==> src/rtl/icache_mshr_txreq_arb.sv <==
// rtl/icache_mshr_txreq_arb.sv - round-robin arbiter of icache MSHR entries onto the downstream txreq channel
//
// Optional feature macro: ICACHE_TXREQ_CREDIT_EN (credit counter, credit-gated grants, credit_err).
//
// Ports:
//   clk, rst_n     clock, asynchronous active-low reset
//   req_vld        per-entry request valid
//   req_pld        per-entry payload, entry i at [i*PLD_WIDTH +: PLD_WIDTH]
//   req_rdy        one-hot combinational grant
//   out_vld        downstream txreq valid (registered)
//   out_rdy        downstream txreq ready
//   out_pld        registered winning payload
//   out_entry_idx  entry owning out_pld
//   rsp_vld        downstream response, returns one credit
//   credit_cnt     credits currently available
//   credit_err     sticky: response returned while all credits were already home
module icache_mshr_txreq_arb #(
    parameter int ENTRY_NUM  = 8,
    parameter int PLD_WIDTH  = 42,
    parameter int CREDIT_NUM = 4,
    parameter int IDX_WIDTH  = $clog2(ENTRY_NUM),
    parameter int CNT_WIDTH  = $clog2(CREDIT_NUM + 1)
) (
    input  logic                           clk,
    input  logic                           rst_n,
    input  logic [ENTRY_NUM-1:0]           req_vld,
    input  logic [ENTRY_NUM*PLD_WIDTH-1:0] req_pld,
    output logic [ENTRY_NUM-1:0]           req_rdy,
    output logic                           out_vld,
    input  logic                           out_rdy,
    output logic [PLD_WIDTH-1:0]           out_pld,
    output logic [IDX_WIDTH-1:0]           out_entry_idx,
    input  logic                           rsp_vld,
    output logic [CNT_WIDTH-1:0]           credit_cnt,
    output logic                           credit_err
);

    logic                 stage_accept;
    logic                 credit_ok;
    logic                 grant_en;
    logic                 found;
    logic [IDX_WIDTH-1:0] rr_ptr;
    logic [IDX_WIDTH-1:0] grant_idx;
    logic [IDX_WIDTH-1:0] cand;
    logic [PLD_WIDTH-1:0] grant_pld;

    // The stage can take a new payload when empty or when it is being drained this cycle.
    assign stage_accept = !out_vld || out_rdy;

    // Search upward from rr_ptr; ENTRY_NUM is a power of two so the index add wraps for free.
    always_comb begin
        found     = 1'b0;
        grant_idx = '0;
        cand      = '0;
        for (int k = 0; k < ENTRY_NUM; k++) begin
            cand = rr_ptr + IDX_WIDTH'(k);
            if (!found && req_vld[cand]) begin
                found     = 1'b1;
                grant_idx = cand;
            end
        end
    end

    always_comb begin
        grant_pld = '0;
        for (int i = 0; i < ENTRY_NUM; i++) begin
            if (grant_idx == IDX_WIDTH'(i)) begin
                grant_pld = req_pld[i*PLD_WIDTH +: PLD_WIDTH];
            end
        end
    end

    // Gated by rst_n so no requester sees a handshake while reset is held.
    assign grant_en = rst_n && found && stage_accept && credit_ok;
    assign req_rdy  = grant_en ? (ENTRY_NUM'(1) << grant_idx) : '0;

    always_ff @(posedge clk or negedge rst_n) begin
        if (!rst_n) begin
            out_vld       <= 1'b0;
            out_pld       <= '0;
            out_entry_idx <= '0;
            rr_ptr        <= '0;
        end else if (grant_en) begin
            out_vld       <= 1'b1;
            out_pld       <= grant_pld;
            out_entry_idx <= grant_idx;
            rr_ptr        <= grant_idx + 1'b1;
        end else if (out_rdy) begin
            // Drain without reload: payload and index keep their last value.
            out_vld <= 1'b0;
        end
    end

`ifdef ICACHE_TXREQ_CREDIT_EN
    localparam logic [CNT_WIDTH-1:0] CREDIT_MAX = CNT_WIDTH'(CREDIT_NUM);

    logic [CNT_WIDTH-1:0] credit_q;
    logic                 err_q;

    // Uses the registered count, so a credit returned this cycle only helps next cycle.
    assign credit_ok = (credit_q != '0);

    always_ff @(posedge clk or negedge rst_n) begin
        if (!rst_n) begin
            credit_q <= CREDIT_MAX;
            err_q    <= 1'b0;
        end else if (grant_en && !rsp_vld) begin
            credit_q <= credit_q - 1'b1;
        end else if (!grant_en && rsp_vld) begin
            if (credit_q == CREDIT_MAX) begin
                err_q <= 1'b1;
            end else begin
                credit_q <= credit_q + 1'b1;
            end
        end
    end

    assign credit_cnt = credit_q;
    assign credit_err = err_q;
`else
    logic unused_rsp_vld;

    assign credit_ok      = 1'b1;
    assign credit_cnt     = CNT_WIDTH'(CREDIT_NUM);
    assign credit_err     = 1'b0;
    assign unused_rsp_vld = rsp_vld;
`endif

endmodule

==> config.mk <==
export PLATFORM = sky130hd
export DESIGN_NAME = icache_mshr_txreq_arb
export DESIGN_NICKNAME = d
export VERILOG_FILES = /design/src/rtl/icache_mshr_txreq_arb.sv
export SDC_FILE = /design/constraint.sdc
export NUM_CORES = 1
export LEC_CHECK = 0
export ABC_AREA = 0
export BUFFER_PORTS_ARGS = -buffer_cell sky130_fd_sc_hd__buf_2
export CORE_AREA = 5 5 155 157
export DETAILED_ROUTE_END_ITERATION = 10
export DIE_AREA = 0 0 160 162
export SKIP_CTS_REPAIR_TIMING = 1
export SYNTH_ARGS = -nofsm -noshare
export SYNTH_HDL_FRONTEND = slang
export SYNTH_SLANG_ARGS = --single-unit
export TNS_END_PERCENT = 30
==> constraint.sdc <==
create_clock -name clk -period 14.3 [get_ports clk]
set_input_delay 1.43 -clock clk [delete_from_list [all_inputs] [get_ports clk]]
set_output_delay 1.43 -clock clk [all_outputs]
set_load 0.05 [all_outputs]
==> results.cfg, run 1 <==
[die]
io_pins = 406
core_um2 = 22400
fp.dieH_um = 162
num_rows = 55
initial_core_util = 0.276
fp.dieW_um = 160
die_area_um2 = 25900

[grt]
grt_pass1_vias = 7446
antenna_found_initial = 1
grt_pass1_wl_um = 44600
grt_usage = 0.218
gr-total-overflow = 0
grt_max_degree = 104

[synth]
synth_flop_cell = dfrtp_1
synth.area.top_cells = dfrtp_1, a22oi_1, a21oi_1
yosysWarningCount = 0
yosysTopAreaCellShare = 0.199
syn_area_um2 = 6170
syn_area_per_cell_um2 = 7.55
synth_compound_area_frac = 0.436
yosysUniqueCellTypes = 54
ys_ff_latch = 49
muxShareOfSynthArea = 0.101
yosys.area.top_type = dfrtp_1
synth_xor_area_frac = 0.00568
synth_cells = 817
ys_seq_area_frac = 0.199
synth-edff-count = 0
synth_async_sr_flop_share = 1.00
synthSimpleGateAreaFrac = 0.167
synth-adder-area-share = 0.0142
synth_top_family_by_area = compound AO/OA/AOI/OAI gates

[routing]
drt-initial-drc-count = 568
num_vias = 7969
wl_per_cell_um = 21.6
vias_per_cell = 5.58
drt-total-wl_um = 30800
ant_nets = 0
drtPass1Iterations = 7
drc = 0

[timing]
drv_slew = 0
worst_pin_slew_ns = 1.19
setup-violations-final = 0
fmax_mhz = 120
fin_skew_ns = 0.00616
worst_slew_margin_rel = 0.204
setup-tns-final_ns = 0
hold_viol_final = 0
min_period_ns = 8.33
period_share = 0.582
rsz0062_at_grt = no

[clock_tree]
cts_max_level = 2
clkSinkCount = 49
cts_made_buffers = 5
root_buffer = clkbuf_16
tritoncts = yes
clock_latency_ns = 0.30
clk_pin_slew_ns = 0.08
clockBufferDepth = 2

[final_layout]
diodes = 0
postLayoutCellArea_um2 = 8430
fin_util = 0.377
n_fill_cell = 2407
nNetsFinal = 1497
drive_gt1_frac = 0.416
area_growth_pct = 36.7
regArea_um2 = 1230
multi_input_area_um2 = 4530

[worst_setup_path]
crit_top_cell = ha_1
critPathMaxStageDelay_ns = 0.94
path_class = flop to primary output
crit_chain = inv_1 > ha_1 > mux4_2 > mux2_2 > or2_2 > nor3_1 > a21oi_1 > o21ai_0 > ha_4 > ha_1 > and3_4 > buf_2
r2r_start = rr_ptr[0]$_DFFE_PN0P_
r2r_slack_ns = 7.12
cp-end-kind = primary output
endpoint = req_rdy[3]
cp.arrival_ns = 6.90
crit_required_ns = 12.87
regToRegEndpoint = out_pld[12]$_DFFE_PN0P_
path_max_fanout = 36
rr_worst_depth = 18
crit_start = rr_ptr[0]$_DFFE_PN0P_
startpoint_type = flop
slowest_stage = ha_1

[placed_design]
hpwl_um = 23400
placed_cell_area_um2 = 8250
gp_congestion = 0.967
portBuffers = 400

[min_path]
hold_class = flop to flop

[flow_run]
cap_violations = 0

[run_status]
status = finished clean
[area by class of cell]
| cell class | instances | area share |
|---|---|---|
| clock inverter | 2 | 0.00445 |
| multi-input combinational | 664 | 0.538 |
| tap | 285 | 0.0423 |
| timing repair buffer | 414 | 0.250 |
| inverter | 8 | 0.00356 |
| clock buffer | 6 | 0.0165 |
| sequential | 49 | 0.145 |
[cells by family after synthesis]
logic type / Yosys count
AOI/OAI and AO/OA: 380
xor gates and xnor gates: 4
adders and majority gates: 7
buffers and inverters: 106
DFF: 49
muxes: 46
other: 2
and+or+nand+nor: 223
[critical path, delay by kind of cell, from the launching register on]
kind | cells | cell delay [ns]
AO/OA/AOI/OAI | 2 | 0.71
AND/OR/NAND/NOR | 3 | 1.62
multiplexers | 2 | 0.88
buffers and inverters | 2 | 0.64
flip-flops | 1 | 0.79
adder cells (fa/ha/maj) | 3 | 1.93
[how the worst min path moves through the flow]
stage | start | endpoint | slack, ns | cells after the start
detailed placement | out_entry_idx[2]$_DFFE_PN0P_ | out_entry_idx[2]$_DFFE_PN0P_ | 0.52 | 2
global route | out_entry_idx[2]$_DFFE_PN0P_ | out_entry_idx[2]$_DFFE_PN0P_ | 0.56 | 2
floorplan | out_entry_idx[1]$_DFFE_PN0P_ | out_entry_idx[1]$_DFFE_PN0P_ | 0.76 | 2
global placement | out_entry_idx[2]$_DFFE_PN0P_ | out_entry_idx[2]$_DFFE_PN0P_ | 0.51 | 2
CTS | out_entry_idx[2]$_DFFE_PN0P_ | out_entry_idx[2]$_DFFE_PN0P_ | 0.54 | 2
finish | out_entry_idx[2]$_DFFE_PN0P_ | out_entry_idx[2]$_DFFE_PN0P_ | 0.54 | 2
[metal layers]
metal,up-vias,global-route usage,share of wire
met5,-,0,0.00026
met3,23,0.0365,0.061
met4,2,0.0379,0.012
li1,3794,-,-
met2,308,0.360,0.49
met1,3842,0.305,0.44
[cells in the final DEF, fill, tap and decap left out, types with 12 or more instances in the layout]
master,instances
o211ai_2,19
mux4_2,12
o21ai_0,48
o31a_1,25
o211ai_1,33
buf_4,14
dfrtp_1,49
a21o_1,19
nor2_1,98
nand3_1,19
nor3_1,27
nand2_1,30
mux2i_1,26
a221oi_1,28
o22ai_1,35
buf_2,400
a22oi_1,61
nor2b_1,27
a21oi_1,74
a31oi_1,17
[state kept, by name, summed over array words and instances, names as in the netlist]
register       count
out_pld           42
out_entry_idx      3
out_vld            1
rr_ptr             3
[stage by stage]
| stage | worst slack (ns) | hold slack, ns | instances |
|---|---|---|---|
| detailed placement | 6.26 | 0.524 | 1420 |
| CTS | 5.92 | 0.540 | 1428 |
| floorplan | 7.66 | 0.757 | 819 |
| global route | 5.48 | 0.563 | 1428 |
| finish | 5.97 | 0.537 | 1428 |
| global placement | 6.30 | 0.515 | 1420 |
[synthesized netlist by cell type, types with 5 or more instances]
library cell and count:
mux2i_1 26, o211ai_2 19, dfrtp_1 49, a22oi_1 61, mux4_2 12, a31oi_1 17
buf_4 5, o21ai_0 48, buf_6 5, clkbuf_1 61, nand2_1 30, mux2_2 8
a21oi_1 74, a21o_1 19, nand3_1 19, buf_1 11, a221oi_1 28, nor2b_1 29
inv_1 7, o22ai_1 35, nor3_1 28, buf_2 16, nor2_1 98, o31a_1 25
ha_1 7, o211ai_1 33
Power of run 1 is not shown: default switching activity piles up to over one toggle a cycle in this logic, so the estimate is an artifact.
==> inputs of run 2 (changes only) <==
==> constraint.sdc (replaced) <==
create_clock -name clk -period 7 [get_ports clk]
set_input_delay 0.7 -clock clk [delete_from_list [all_inputs] [get_ports clk]]
set_output_delay 0.7 -clock clk [all_outputs]
set_load 0.05 [all_outputs]
==> results.cfg, run 2 (same netlist as run 1, synthesis figures left out) <==
[routing]
ant_nets = 0
num_vias = 8104
drtPass1Iterations = 5
drt-initial-drc-count = 552
wl_per_cell_um = 21.6
vias_per_cell = 5.62
drt-total-wl_um = 31200
drc = 0

[worst_setup_path]
cp.arrival_ns = 5.16
rr_worst_depth = 16
path_max_fanout = 100
crit_chain = inv_1 > buf_4 > ha_1 > mux4_2 > mux2_2 > nand2b_1 > a21o_1 > o22a_1 > o21ai_0 > ha_4 > and3_1 > buf_2
crit_required_ns = 6.30
r2r_start = rr_ptr[1]$_DFFE_PN0P_
startpoint_type = flop
slowest_stage = ha_4
critPathMaxStageDelay_ns = 0.94
cp-end-kind = primary output
regToRegEndpoint = out_pld[11]$_DFFE_PN0P_
r2r_slack_ns = 1.42
path_class = flop to primary output

[final_layout]
final_common_cell = buf_2
drive_gt1_frac = 0.422
largest_reg_flops = 42
layout_common_cells = buf_2, nor2_1, a21oi_1, a22oi_1, dfrtp_1
area_growth_pct = 38.4
fin_cells = 1443
regMostFlops = out_pld
top_regs = out_pld x42, out_entry_idx x3, rr_ptr x3
nNetsFinal = 1509

[die]
core_um2 = 22400
fp.dieW_um = 160
io_pins = 406
num_rows = 55
initial_core_util = 0.276
fp.dieH_um = 162
die_area_um2 = 25900

[timing]
hold_viol_final = 0
rsz0062_at_grt = no
min_period_ns = 5.86
drv_slew = 0
worst_slew_margin_rel = 0.299
period_share = 0.836
worst_pin_slew_ns = 1.05
fin_skew_ns = 0.0177
setup-violations-final = 0
fmax_mhz = 171
setup-tns-final_ns = 0

[min_path]
min_path_cells = 1
min_to = out_entry_idx[0]$_DFFE_PN0P_
hold_class = flop to flop
min_from = out_entry_idx[0]$_DFFE_PN0P_

[placed_design]
gp_congestion = 0.973
portBuffers = 400
place_inst = 1432
hpwl_um = 24100

[grt]
grt_pass1_wl_um = 45300
grt_max_degree = 101
grt_usage = 0.221
grt_pass1_vias = 7637
antenna_found_initial = 6
gr-total-overflow = 0

[flow_run]
cap_violations = 0

[clock_tree]
cts_made_buffers = 5
clockBufferDepth = 2
root_buffer = clkbuf_16
cts_max_level = 2
clkSinkCount = 49
clock_latency_ns = 0.31
clk_pin_slew_ns = 0.07
tritoncts = yes

[run_status]
status = finished clean
-- run 2: cell count changes in the layout (fill, tap and decap cells not counted), sizes merged --
cell,previous run,this run
buf,414,426
clkinv,1,2
inv,7,8
clkbuf,6,5
bufinv,1,0
diode,0,3
-- run 2: metal layers --
metal,vias to the layer above,global-route usage,part of all wire
met5,-,0,0.0012
met4,6,0.0481,0.016
met3,42,0.0520,0.079
met2,339,0.373,0.49
met1,3892,0.290,0.42
li1,3825,-,-
-- run 2: how the worst max path moves through the flow --
stage / start / endpoint / slack [ns] / cells past startpoint
finish: rr_ptr[1]$_DFFE_PN0P_ / req_rdy[2] / 1.14 / 12
CTS: rr_ptr[1]$_DFFE_PN0P_ / req_rdy[2] / 1.15 / 12
floorplan: rr_ptr[0]$_DFFE_PN0P_ / req_rdy[5] / 1.30 / 16
detailed placement: rr_ptr[1]$_DFFE_PN0P_ / out_pld[21]$_DFFE_PN0P_ / 1.43 / 16
global placement: rr_ptr[1]$_DFFE_PN0P_ / out_pld[21]$_DFFE_PN0P_ / 1.46 / 16
global route: rr_ptr[1]$_DFFE_PN0P_ / req_rdy[2] / 0.87 / 12
-- run 2: critical path, delay by kind of cell (launching register included) --
| family | cells | cell delay, ns |
|---|---|---|
| fa+ha+maj | 2 | 1.59 |
| compound gates | 3 | 1.05 |
| simple gates | 2 | 0.50 |
| buf+inv | 3 | 0.46 |
| mux | 2 | 0.87 |
| flops | 1 | 0.35 |
-- run 2: area by class of cell --
class                   instances  area, um2
clock inverters                 3       21.3
diodes                          3       7.51
well taps                     285        357
repair buffers                426       2230
clock buffers                   5        125
fillers                      2437      13800
multi-input cells             664       4530
inverters                       8       30.0
flip-flops and latches         49       1230
-- run 2: through the flow --
| stage | hold WS, ns | utilization | area (um2) | worst slack [ns] |
|---|---|---|---|---|
| 2_1_floorplan | 0.404 | - | 6170 | 1.30 |
| 3_3_place_gp | 0.471 | 0.375 | 8380 | 1.46 |
| 3_5_place_dp | 0.486 | 0.375 | 8380 | 1.43 |
| 4_1_cts | 0.503 | 0.381 | 8530 | 1.15 |
| 5_1_grt | 0.519 | 0.381 | 8530 | 0.868 |
| 6_report | 0.495 | 0.382 | 8530 | 1.14 |
Power of run 2 is left out for the same reason.
==> inputs of run 3 (changes only) <==
==> constraint.sdc (replaced) <==
create_clock -name clk -period 5.3 [get_ports clk]
set_input_delay 0.53 -clock clk [delete_from_list [all_inputs] [get_ports clk]]
set_output_delay 0.53 -clock clk [all_outputs]
set_load 0.05 [all_outputs]
==> results.cfg, run 3 (same netlist as run 1, synthesis figures left out) <==
[routing]
wl_per_cell_um = 21.7
drtPass1Iterations = 5
drc = 0
drt-initial-drc-count = 624
drt-total-wl_um = 31500
ant_nets = 0
vias_per_cell = 5.52
num_vias = 8000

[grt]
grt_usage = 0.224
grt_pass1_wl_um = 45700
grt_pass1_vias = 7614
antenna_found_initial = 5
grt_max_degree = 83
gr-total-overflow = 0

[clock_tree]
clk_pin_slew_ns = 0.08
clock_latency_ns = 0.30
cts_max_level = 2
root_buffer = clkbuf_16
clockBufferDepth = 2
clkSinkCount = 49
cts_made_buffers = 5
tritoncts = yes

[worst_setup_path]
crit_chain = inv_1 > ha_2 > mux4_2 > mux2_2 > or2_2 > nor3_2 > a21oi_1 > o21ai_0 > buf_4 > ha_2 > buf_4 > and3_1 > buf_2
crit_buf_inv = 4
rr_worst_depth = 18
crit_start = rr_ptr[0]$_DFFE_PN0P_
regToRegEndpoint = out_pld[8]$_DFFE_PN0P_
r2r_start = rr_ptr[0]$_DFFE_PN0P_
endpoint = req_rdy[1]
r2r_slack_ns = 0.41
critPathMaxStageDelay_ns = 0.52
cp-end-kind = primary output
cp.arrival_ns = 4.37
path_class = flop to primary output
crit_required_ns = 4.77
startpoint_type = flop
worstSetupPathDepth = 13
slowest_stage = mux4_2
path_max_fanout = 39
cpLargestDelayFamily = buffers and inverters

[final_layout]
regMostFlops = out_pld
top_regs = out_pld x42, out_entry_idx x3, rr_ptr x3
largest_reg_flops = 42
area_growth_pct = 39.2
final_common_cell = buf_2
nNetsFinal = 1516
fin_cells = 1450
drive_gt1_frac = 0.427
layout_common_cells = buf_2, nor2_1, a21oi_1, a22oi_1, dfrtp_1

[die]
num_rows = 55
core_um2 = 22400
io_pins = 406
die_area_um2 = 25900
initial_core_util = 0.276
fp.dieW_um = 160
fp.dieH_um = 162

[run_status]
status = finished clean

[placed_design]
gp_congestion = 0.948
place_inst = 1438
portBuffers = 400
hpwl_um = 24100

[timing]
period_share = 0.924
worst_pin_slew_ns = 0.937
hold_ws_ns = 0.0824
worst_slew_margin_rel = 0.359
min_period_ns = 4.90
fin_skew_ns = 0.00737
setup-violations-final = 0
drv_slew = 0
rsz0062_at_grt = no
hold_viol_final = 0
fmax_mhz = 204

[flow_run]
cap_violations = 0

[min_path]
hold_class = input port to async pin
-- run 3: cell count changes in the layout (fill, tap and decap cells not counted) --
cell      before  now
buf_4         23   31
clkbuf_1       0    2
ha_1           4    2
ha_2           1    3
nor3_1        27   25
nor3_2         1    3
buf_12         3    2
clkinv_2       1    0
inv_6          1    0
o21ai_0       48   47
o21ai_1        0    1
-- run 3: how the worst min path moves through the flow --
stage	endpoint	cells past startpoint
6_report	out_pld[26]$_DFFE_PN0P_	1
5_1_grt	out_pld[26]$_DFFE_PN0P_	1
4_1_cts	out_pld[26]$_DFFE_PN0P_	1
3_5_place_dp	out_pld[26]$_DFFE_PN0P_	1
3_3_place_gp	out_pld[26]$_DFFE_PN0P_	1
2_1_floorplan	out_entry_idx[0]$_DFFE_PN0P_	0
-- run 3: layer usage --
metal / track usage / wire, um / vias to the layer above
met1: 0.303 / 13500 / 3834
met2: 0.385 / 15800 / 312
met3: 0.0343 / 1920 / 16
li1: - / - / 3836
met5: 0 / 7 / -
met4: 0.0340 / 259 / 2
-- run 3: worst register-to-register path, delay by kind of cell (launching register included) --
family	cells	cell delay (ns)
and+or+nand+nor	5	1.33
muxes	2	0.83
AOI/OAI and AO/OA	5	0.82
buffers and inverters	4	0.76
adders and majority gates	2	0.74
DFF	1	0.34
-- run 3: metrics by stage --
step	instance area [um2]	utilization	setup slack (ns)	setup TNS, ns
after global routing	8580	0.384	0.0880	0
after detailed placement	8410	0.376	0.0650	0
after CTS	8550	0.382	-0.0555	-0.0810
after global placement	8410	0.376	0.110	0
after floorplan	6180	-	0.162	0
final	8580	0.384	0.404	0
-- run 3: layout make-up --
| cell class | instances | area [um2] |
|---|---|---|
| clock inverters | 1 | 7.51 |
| repair buffers | 433 | 2270 |
| clock buffers | 7 | 133 |
| flip-flops and latches | 49 | 1230 |
| multi-input cells | 664 | 4550 |
| fillers | 2461 | 13800 |
| well taps | 285 | 357 |
| inverters | 8 | 30.0 |
| diodes | 3 | 7.51 |
Power of run 3 is left out for the same reason.
